`config.mk`:
```
export PLATFORM = sky130hd
export DESIGN_NAME = uart_rx_word
export DESIGN_NICKNAME = d
export VERILOG_FILES = /design/src/rtl/uart_rx_word.sv
export SDC_FILE = /design/constraint.sdc
export NUM_CORES = 1
export LEC_CHECK = 0
export BUFFER_PORTS_ARGS = -buffer_cell sky130_fd_sc_hd__buf_2
export CELL_PAD_IN_SITES_DETAIL_PLACEMENT = 1
export CELL_PAD_IN_SITES_GLOBAL_PLACEMENT = 2
export CORE_MARGIN = 1.5
export CORE_UTILIZATION = 35
export CTS_CLUSTER_SIZE = 30
export DETAILED_ROUTE_END_ITERATION = 10
export PLACE_DENSITY = 0.78
export SLEW_MARGIN = 40
export SYNTH_ARGS = -nofsm -noshare
export SYNTH_HDL_FRONTEND = slang
export SYNTH_SLANG_ARGS = --single-unit
export TNS_END_PERCENT = 20
```
`constraint.sdc`:
```
create_clock -name i_clk -period 2.2 [get_ports i_clk]
set_input_delay 0.11 -clock i_clk [delete_from_list [all_inputs] [get_ports i_clk]]
set_output_delay 0.11 -clock i_clk [all_outputs]
set_load 0.05 [all_outputs]
```
`src/rtl/uart_rx_word.sv`:
```
// 8N1 UART receiver that packs four consecutive frames (MSB of the word first) into a 32-bit word.
// Word appears one cycle after the 4th stop-bit sample; held with valid until ack, and overwritten (overrun flagged) if not acked in time.
module uart_rx_word #(
    parameter int BAUD_PRESCALER = 200,
    parameter int IDLE_TIMEOUT   = 32
) (
    input  logic        i_clk,
    input  logic        i_rst,
    input  logic        rx_pin,
    input  logic        ack,
    output logic [31:0] data,
    output logic        valid,
    output logic        busy,
    output logic        frame_err,
    output logic        overrun
);

    localparam int BAUD_W      = $clog2(BAUD_PRESCALER);
    localparam int TIMEOUT_CYC = IDLE_TIMEOUT * BAUD_PRESCALER;
    localparam int IDLE_W      = $clog2(TIMEOUT_CYC + 1);

    localparam logic [BAUD_W-1:0] HALF_BIT  = BAUD_W'(BAUD_PRESCALER / 2 - 1);
    localparam logic [BAUD_W-1:0] FULL_BIT  = BAUD_W'(BAUD_PRESCALER - 1);
    localparam logic [IDLE_W-1:0] IDLE_LAST = IDLE_W'(TIMEOUT_CYC - 1);

    typedef enum logic [1:0] {
        IDLE,
        START,
        DATA,
        STOP
    } state_t;

    logic              sync1_q, sync2_q, prev_q;
    logic [1:0]        settle_q;
    logic              armed_q;
    logic              fall;

    state_t            state_q, state_d;
    logic [BAUD_W-1:0] baud_q, baud_d;
    logic [2:0]        bit_idx_q, bit_idx_d;
    logic [1:0]        byte_cnt_q, byte_cnt_d;
    logic [31:0]       shift_q, shift_d;
    logic [IDLE_W-1:0] idle_q, idle_d;
    logic [31:0]       data_q, data_d;
    logic              valid_q, valid_d;
    logic              frame_err_q, frame_err_d;
    logic              overrun_q, overrun_d;
    logic              baud_done;

    // Edges are only honoured once the synchronizer carries real pin data and
    // the line has been seen high, so a line held low across reset is ignored.
    always_ff @(posedge i_clk) begin
        if (i_rst) begin
            sync1_q  <= 1'b1;
            sync2_q  <= 1'b1;
            prev_q   <= 1'b1;
            settle_q <= 2'd0;
            armed_q  <= 1'b0;
        end else begin
            sync1_q <= rx_pin;
            sync2_q <= sync1_q;
            prev_q  <= sync2_q;
            if (settle_q != 2'd2) begin
                settle_q <= settle_q + 2'd1;
            end
            if (settle_q == 2'd2 && sync2_q) begin
                armed_q <= 1'b1;
            end
        end
    end

    assign fall      = armed_q & prev_q & ~sync2_q;
    assign baud_done = (baud_q == '0);

    always_comb begin
        state_d     = state_q;
        baud_d      = baud_q;
        bit_idx_d   = bit_idx_q;
        byte_cnt_d  = byte_cnt_q;
        shift_d     = shift_q;
        idle_d      = idle_q;
        data_d      = data_q;
        valid_d     = valid_q;
        frame_err_d = 1'b0;
        overrun_d   = overrun_q;

        if (valid_q && ack) begin
            valid_d = 1'b0;
        end

        case (state_q)
            IDLE: begin
                bit_idx_d = 3'd0;
                if (byte_cnt_q != 2'd0) begin
                    if (idle_q == IDLE_LAST) begin
                        byte_cnt_d = 2'd0;
                        idle_d     = '0;
                    end else begin
                        idle_d = idle_q + IDLE_W'(1);
                    end
                end else begin
                    idle_d = '0;
                end
                if (fall) begin
                    state_d = START;
                    baud_d  = HALF_BIT;
                    idle_d  = '0;
                end
            end
            START: begin
                if (baud_done) begin
                    if (!sync2_q) begin
                        state_d   = DATA;
                        baud_d    = FULL_BIT;
                        bit_idx_d = 3'd0;
                    end else begin
                        state_d = IDLE;
                    end
                end else begin
                    baud_d = baud_q - BAUD_W'(1);
                end
            end
            DATA: begin
                if (baud_done) begin
                    shift_d   = {shift_q[30:0], sync2_q};
                    baud_d    = FULL_BIT;
                    bit_idx_d = bit_idx_q + 3'd1;
                    if (bit_idx_q == 3'd7) begin
                        state_d = STOP;
                    end
                end else begin
                    baud_d = baud_q - BAUD_W'(1);
                end
            end
            STOP: begin
                if (baud_done) begin
                    state_d = IDLE;
                    if (sync2_q) begin
                        byte_cnt_d = byte_cnt_q + 2'd1;
                        // A completion beats a same-cycle ack: the new word stays valid.
                        if (byte_cnt_q == 2'd3) begin
                            data_d  = shift_q;
                            valid_d = 1'b1;
                            if (valid_q && !ack) begin
                                overrun_d = 1'b1;
                            end
                        end
                    end else begin
                        frame_err_d = 1'b1;
                        byte_cnt_d  = 2'd0;
                        shift_d     = '0;
                    end
                end else begin
                    baud_d = baud_q - BAUD_W'(1);
                end
            end
            default: state_d = IDLE;
        endcase
    end

    always_ff @(posedge i_clk) begin
        if (i_rst) begin
            state_q     <= IDLE;
            baud_q      <= '0;
            bit_idx_q   <= 3'd0;
            byte_cnt_q  <= 2'd0;
            shift_q     <= '0;
            idle_q      <= '0;
            data_q      <= '0;
            valid_q     <= 1'b0;
            frame_err_q <= 1'b0;
            overrun_q   <= 1'b0;
        end else begin
            state_q     <= state_d;
            baud_q      <= baud_d;
            bit_idx_q   <= bit_idx_d;
            byte_cnt_q  <= byte_cnt_d;
            shift_q     <= shift_d;
            idle_q      <= idle_d;
            data_q      <= data_d;
            valid_q     <= valid_d;
            frame_err_q <= frame_err_d;
            overrun_q   <= overrun_d;
        end
    end

    assign data      = data_q;
    assign valid     = valid_q;
    assign busy      = (state_q != IDLE);
    assign frame_err = frame_err_q;
    assign overrun   = overrun_q;

endmodule

```
==> impl_metrics.sql <==
INSERT INTO impl_metrics (metric_group, metric, value, unit) VALUES
('run_status', 'result_of_the_run', 'finished, final reports clean', ''),
('cells_and_area', 'multi_input_area', '1930', 'µm²'),
('pwr', 'total_power_divided_by_cell_area', '914', 'nW/µm²'),
('synth', 'synth.cells.most_frequent', '101 x sky130_fd_sc_hd__dfxtp_1, 80 x sky130_fd_sc_hd__nand2_1, 57 x sky130_fd_sc_hd__nor2_1', ''),
('sta', 'endpoints_failing_hold', '0', ''),
('cells_and_area', 'antenna_cells_inserted', '0', ''),
('synth', 'synth_top_cell_by_area', 'sky130_fd_sc_hd__dfxtp_1', ''),
('sta', 'worst_slew_pin_slew', '0.638', 'ns'),
('worst_setup_path', 'critPathCaptureType', 'flop', ''),
('worst_setup_path', 'worst_path_max_fanout', '34', ''),
('worst_setup_path', 'path_class', 'flop to flop', ''),
('pwr', 'net_switching_share_of_the_total_power', '30.4', '%'),
('synth', 'ys_types', '49', ''),
('die', 'top_level_ports', '40', ''),
('pwr', 'seq_power_share', '43.6', '%'),
('sta', 'timing.max_slew.rel_slack', '57.5', '%'),
('clock_network', 'cts.reportedPaths.clkPinSlew', '0.07', 'ns'),
('route', 'detailedRoute.firstPassIterationCount', '4', ''),
('clock_network', 'cts.htree.levels', '3', ''),
('die', 'die_area', '12500', 'µm²'),
('die', 'starting_density_of_the_core', '36.0', '%'),
('synth', 'synth_area_per_cell', '8.54', 'µm²'),
('cells_and_area', 'seq_area', '2020', 'µm²'),
('sta', 'timing.final.max_slew_violations', '0', ''),
('worst_setup_path', 'regToRegSetupSlack', '0.19', 'ns'),
('global_routing', 'grt_remaining_overflow', '0', ''),
('pwr', 'share_clk_of_total_power', '34.0', '%'),
('placement', 'place_ws', '0.0797', 'ns'),
('cells_and_area', 'final_layout_size_suffix_gt1_share', '16.3', '%'),
('route', 'route.final.wire_length', '10100', 'µm'),
('pwr', 'power_dissipated_by_switching_net_loads', '0.00135', 'W'),
('die', 'die_width', '112', 'µm'),
('clock_network', 'insertion_delay', '0.35', 'ns'),
('global_routing', 'antenna_found_initial', '0', ''),
('pwr', 'power.total', '0.00445', 'W'),
('clock_network', 'max-clock-path-buffers', '2', ''),
('placement', 'place.port_buffers', '39', ''),
('sta', 'period_share', '91.2', '%'),
('global_routing', 'grt_pass1_wl', '17200', 'µm'),
('worst_setup_path', 'crit_path_start_kind', 'flop', ''),
('clock_network', 'tritoncts', 'yes', ''),
('sta', 'timing.hold.ws', '0.122', 'ns'),
('synth', 'synth-seq-cells', '101', ''),
('synth', 'synth-warning-count', '0', ''),
('global_routing', 'grt_util_all_layers', '17.0', '%'),
('job', 'drv_cap', '0', ''),
('pwr', 'combinationalPowerShare', '22.4', '%'),
('die', 'fp-row-count', '39', ''),
('worst_setup_path', 'worst_ep_arrival_time', '2.29', 'ns'),
('synth', 'synth-main-ff-cell', 'sky130_fd_sc_hd__dfxtp_1', ''),
('synth', 'synth_top_cell_area_share', '48.9', '%'),
('placement', 'final_weighted_congestion_of_routability_driven_global_placement', '0.783', ''),
('cells_and_area', 'finalCoreUtilization', '42.4', '%'),
('synth', 'yosys-top-cells-area', 'sky130_fd_sc_hd__dfxtp_1 49%, sky130_fd_sc_hd__nand2_1 7.3%, sky130_fd_sc_hd__a21oi_1 6.4%', ''),
('clock_network', 'cts_buffers', '9', ''),
('global_routing', 'grt_pass1_vias', '3632', ''),
('cells_and_area', 'synthToLayoutAreaGrowth', '17.7', '%'),
('route', 'detailedRoute.firstIterationViolations', '103', ''),
('sta', 'timing.clock.skew', '0.00475', 'ns'),
('route', 'dr_total_vias', '3587', ''),
('clock_network', 'postCtsSetupRepairBufs', '0', ''),
('cells_and_area', 'num-fill-cells', '1367', ''),
('min_path', 'min_path_cells', '3', ''),
('clock_network', 'cts_num_sinks', '101', ''),
('synth', 'synth_edf_count', '0', ''),
('synth', 'synthArstFlopShare', '0', '%'),
('sta', 'max_clock_freq', '499', 'MHz'),
('die', 'core_region_area', '11500', 'µm²'),
('route', 'remaining_routing_drc_violations', '0', ''),
('sta', 'final_critical_path_setup_slack', '0.194', 'ns'),
('pwr', 'leakage_component_of_the_power', '1.85', 'nW');
==> power groups by stage <==
stage / Clock (W) / Combinational [W] / Sequential, W
final: 0.00151 / 0.000997 / 0.00194
after global routing: 0.00163 / 0.00110 / 0.00195
after CTS: 0.00157 / 0.000998 / 0.00194
after detailed placement: 0 / 0.000987 / 0.00198
after global placement: 0 / 0.000944 / 0.00197
after floorplan: 0 / 0.000619 / 0.00197
==> worst paths after layout <==
path | startpoint | end
max reg2reg | baud_q[0] | overrun
min | ack | valid
max | baud_q[0] | overrun
min reg2reg | sync1_q | sync2_q
==> worst max-delay path, cell delays in order (launching register included) <==
cell and delay [ns]:
sky130_fd_sc_hd__dfxtp_1 0.34, sky130_fd_sc_hd__inv_1 0.08, sky130_fd_sc_hd__ha_1 0.20, sky130_fd_sc_hd__or3b_4 0.44, sky130_fd_sc_hd__or3_1 0.43, sky130_fd_sc_hd__buf_12 0.19
sky130_fd_sc_hd__o21ba_1 0.19, sky130_fd_sc_hd__nor2_1 0.07
==> per-stage QoR <==
step / instance area [µm²] / cells
2_1_floorplan: 4130 / 484
3_3_place_gp: 4580 / 659
3_5_place_dp: 4580 / 659
4_1_cts: 4860 / 676
5_1_grt: 4870 / 676
6_report: 4870 / 676
==> logic make-up after synthesis <==
| kind of cell | Yosys count | synth area share [%] |
|---|---|---|
| fa+ha+maj | 11 | 3.33 |
| flops | 101 | 48.9 |
| xor+xnor | 4 | 0.848 |
| buf+inv | 40 | 4.51 |
| compound gates | 135 | 21.2 |
| mux | 1 | 0.242 |
| simple gates | 192 | 21.0 |
==> layout make-up <==
type | instances | area share [%]
tap | 143 | 3.68
inverter | 12 | 0.926
clock inverter | 4 | 0.643
clock buffer | 12 | 5.07
multi-input combinational | 343 | 39.7
sequential | 101 | 41.6
timing repair buffer | 61 | 8.49
==> repair_timing <==
item                                    4_1_cts  5_1_grt
endpoints found under the setup margin        0       10
hold endpoints to repair                      1        0
resized for setup                             0        1
hold buffers                                  1        0
==> cell usage in the layout (no fill, tap or decap), types with 3 or more instances in the layout <==
cell | synthesis | routed
sky130_fd_sc_hd__nor2_1 | 57 | 56
sky130_fd_sc_hd__clkbuf_16 | 0 | 9
sky130_fd_sc_hd__a31oi_1 | 9 | 9
sky130_fd_sc_hd__nand2_1 | 80 | 80
sky130_fd_sc_hd__or2_2 | 5 | 5
sky130_fd_sc_hd__buf_2 | 5 | 39
sky130_fd_sc_hd__a21o_1 | 4 | 4
sky130_fd_sc_hd__a22oi_1 | 33 | 33
sky130_fd_sc_hd__o21ai_0 | 12 | 12
sky130_fd_sc_hd__a21oi_1 | 53 | 53
sky130_fd_sc_hd__a211oi_1 | 3 | 3
sky130_fd_sc_hd__nand3b_1 | 4 | 4
sky130_fd_sc_hd__nor3b_1 | 3 | 3
sky130_fd_sc_hd__nand2b_1 | 6 | 6
sky130_fd_sc_hd__nor3_1 | 6 | 6
sky130_fd_sc_hd__ha_1 | 11 | 11
sky130_fd_sc_hd__nand3_1 | 14 | 14
sky130_fd_sc_hd__inv_1 | 11 | 11
sky130_fd_sc_hd__o31ai_1 | 3 | 3
sky130_fd_sc_hd__buf_4 | 6 | 17
sky130_fd_sc_hd__dfxtp_1 | 101 | 101
sky130_fd_sc_hd__xnor2_1 | 3 | 3
sky130_fd_sc_hd__buf_12 | 0 | 4
sky130_fd_sc_hd__a22o_1 | 7 | 7
sky130_fd_sc_hd__nor4_1 | 3 | 3
==> flip-flops by register name (all words and copies together), names as in the netlist, 2 cells and up, named ones only <==
register    flops
data           32
shift_q        32
idle_q         13
baud_q          8
bit_idx_q       3
byte_cnt_q      2
settle_q        2
==> metal layers <==
layer,track usage [%],routed length [µm]
met5,0,0
met4,7.00,164
met3,3.10,240
met2,28.7,4900
met1,21.3,4830
Power figures use the tool's default switching activity.
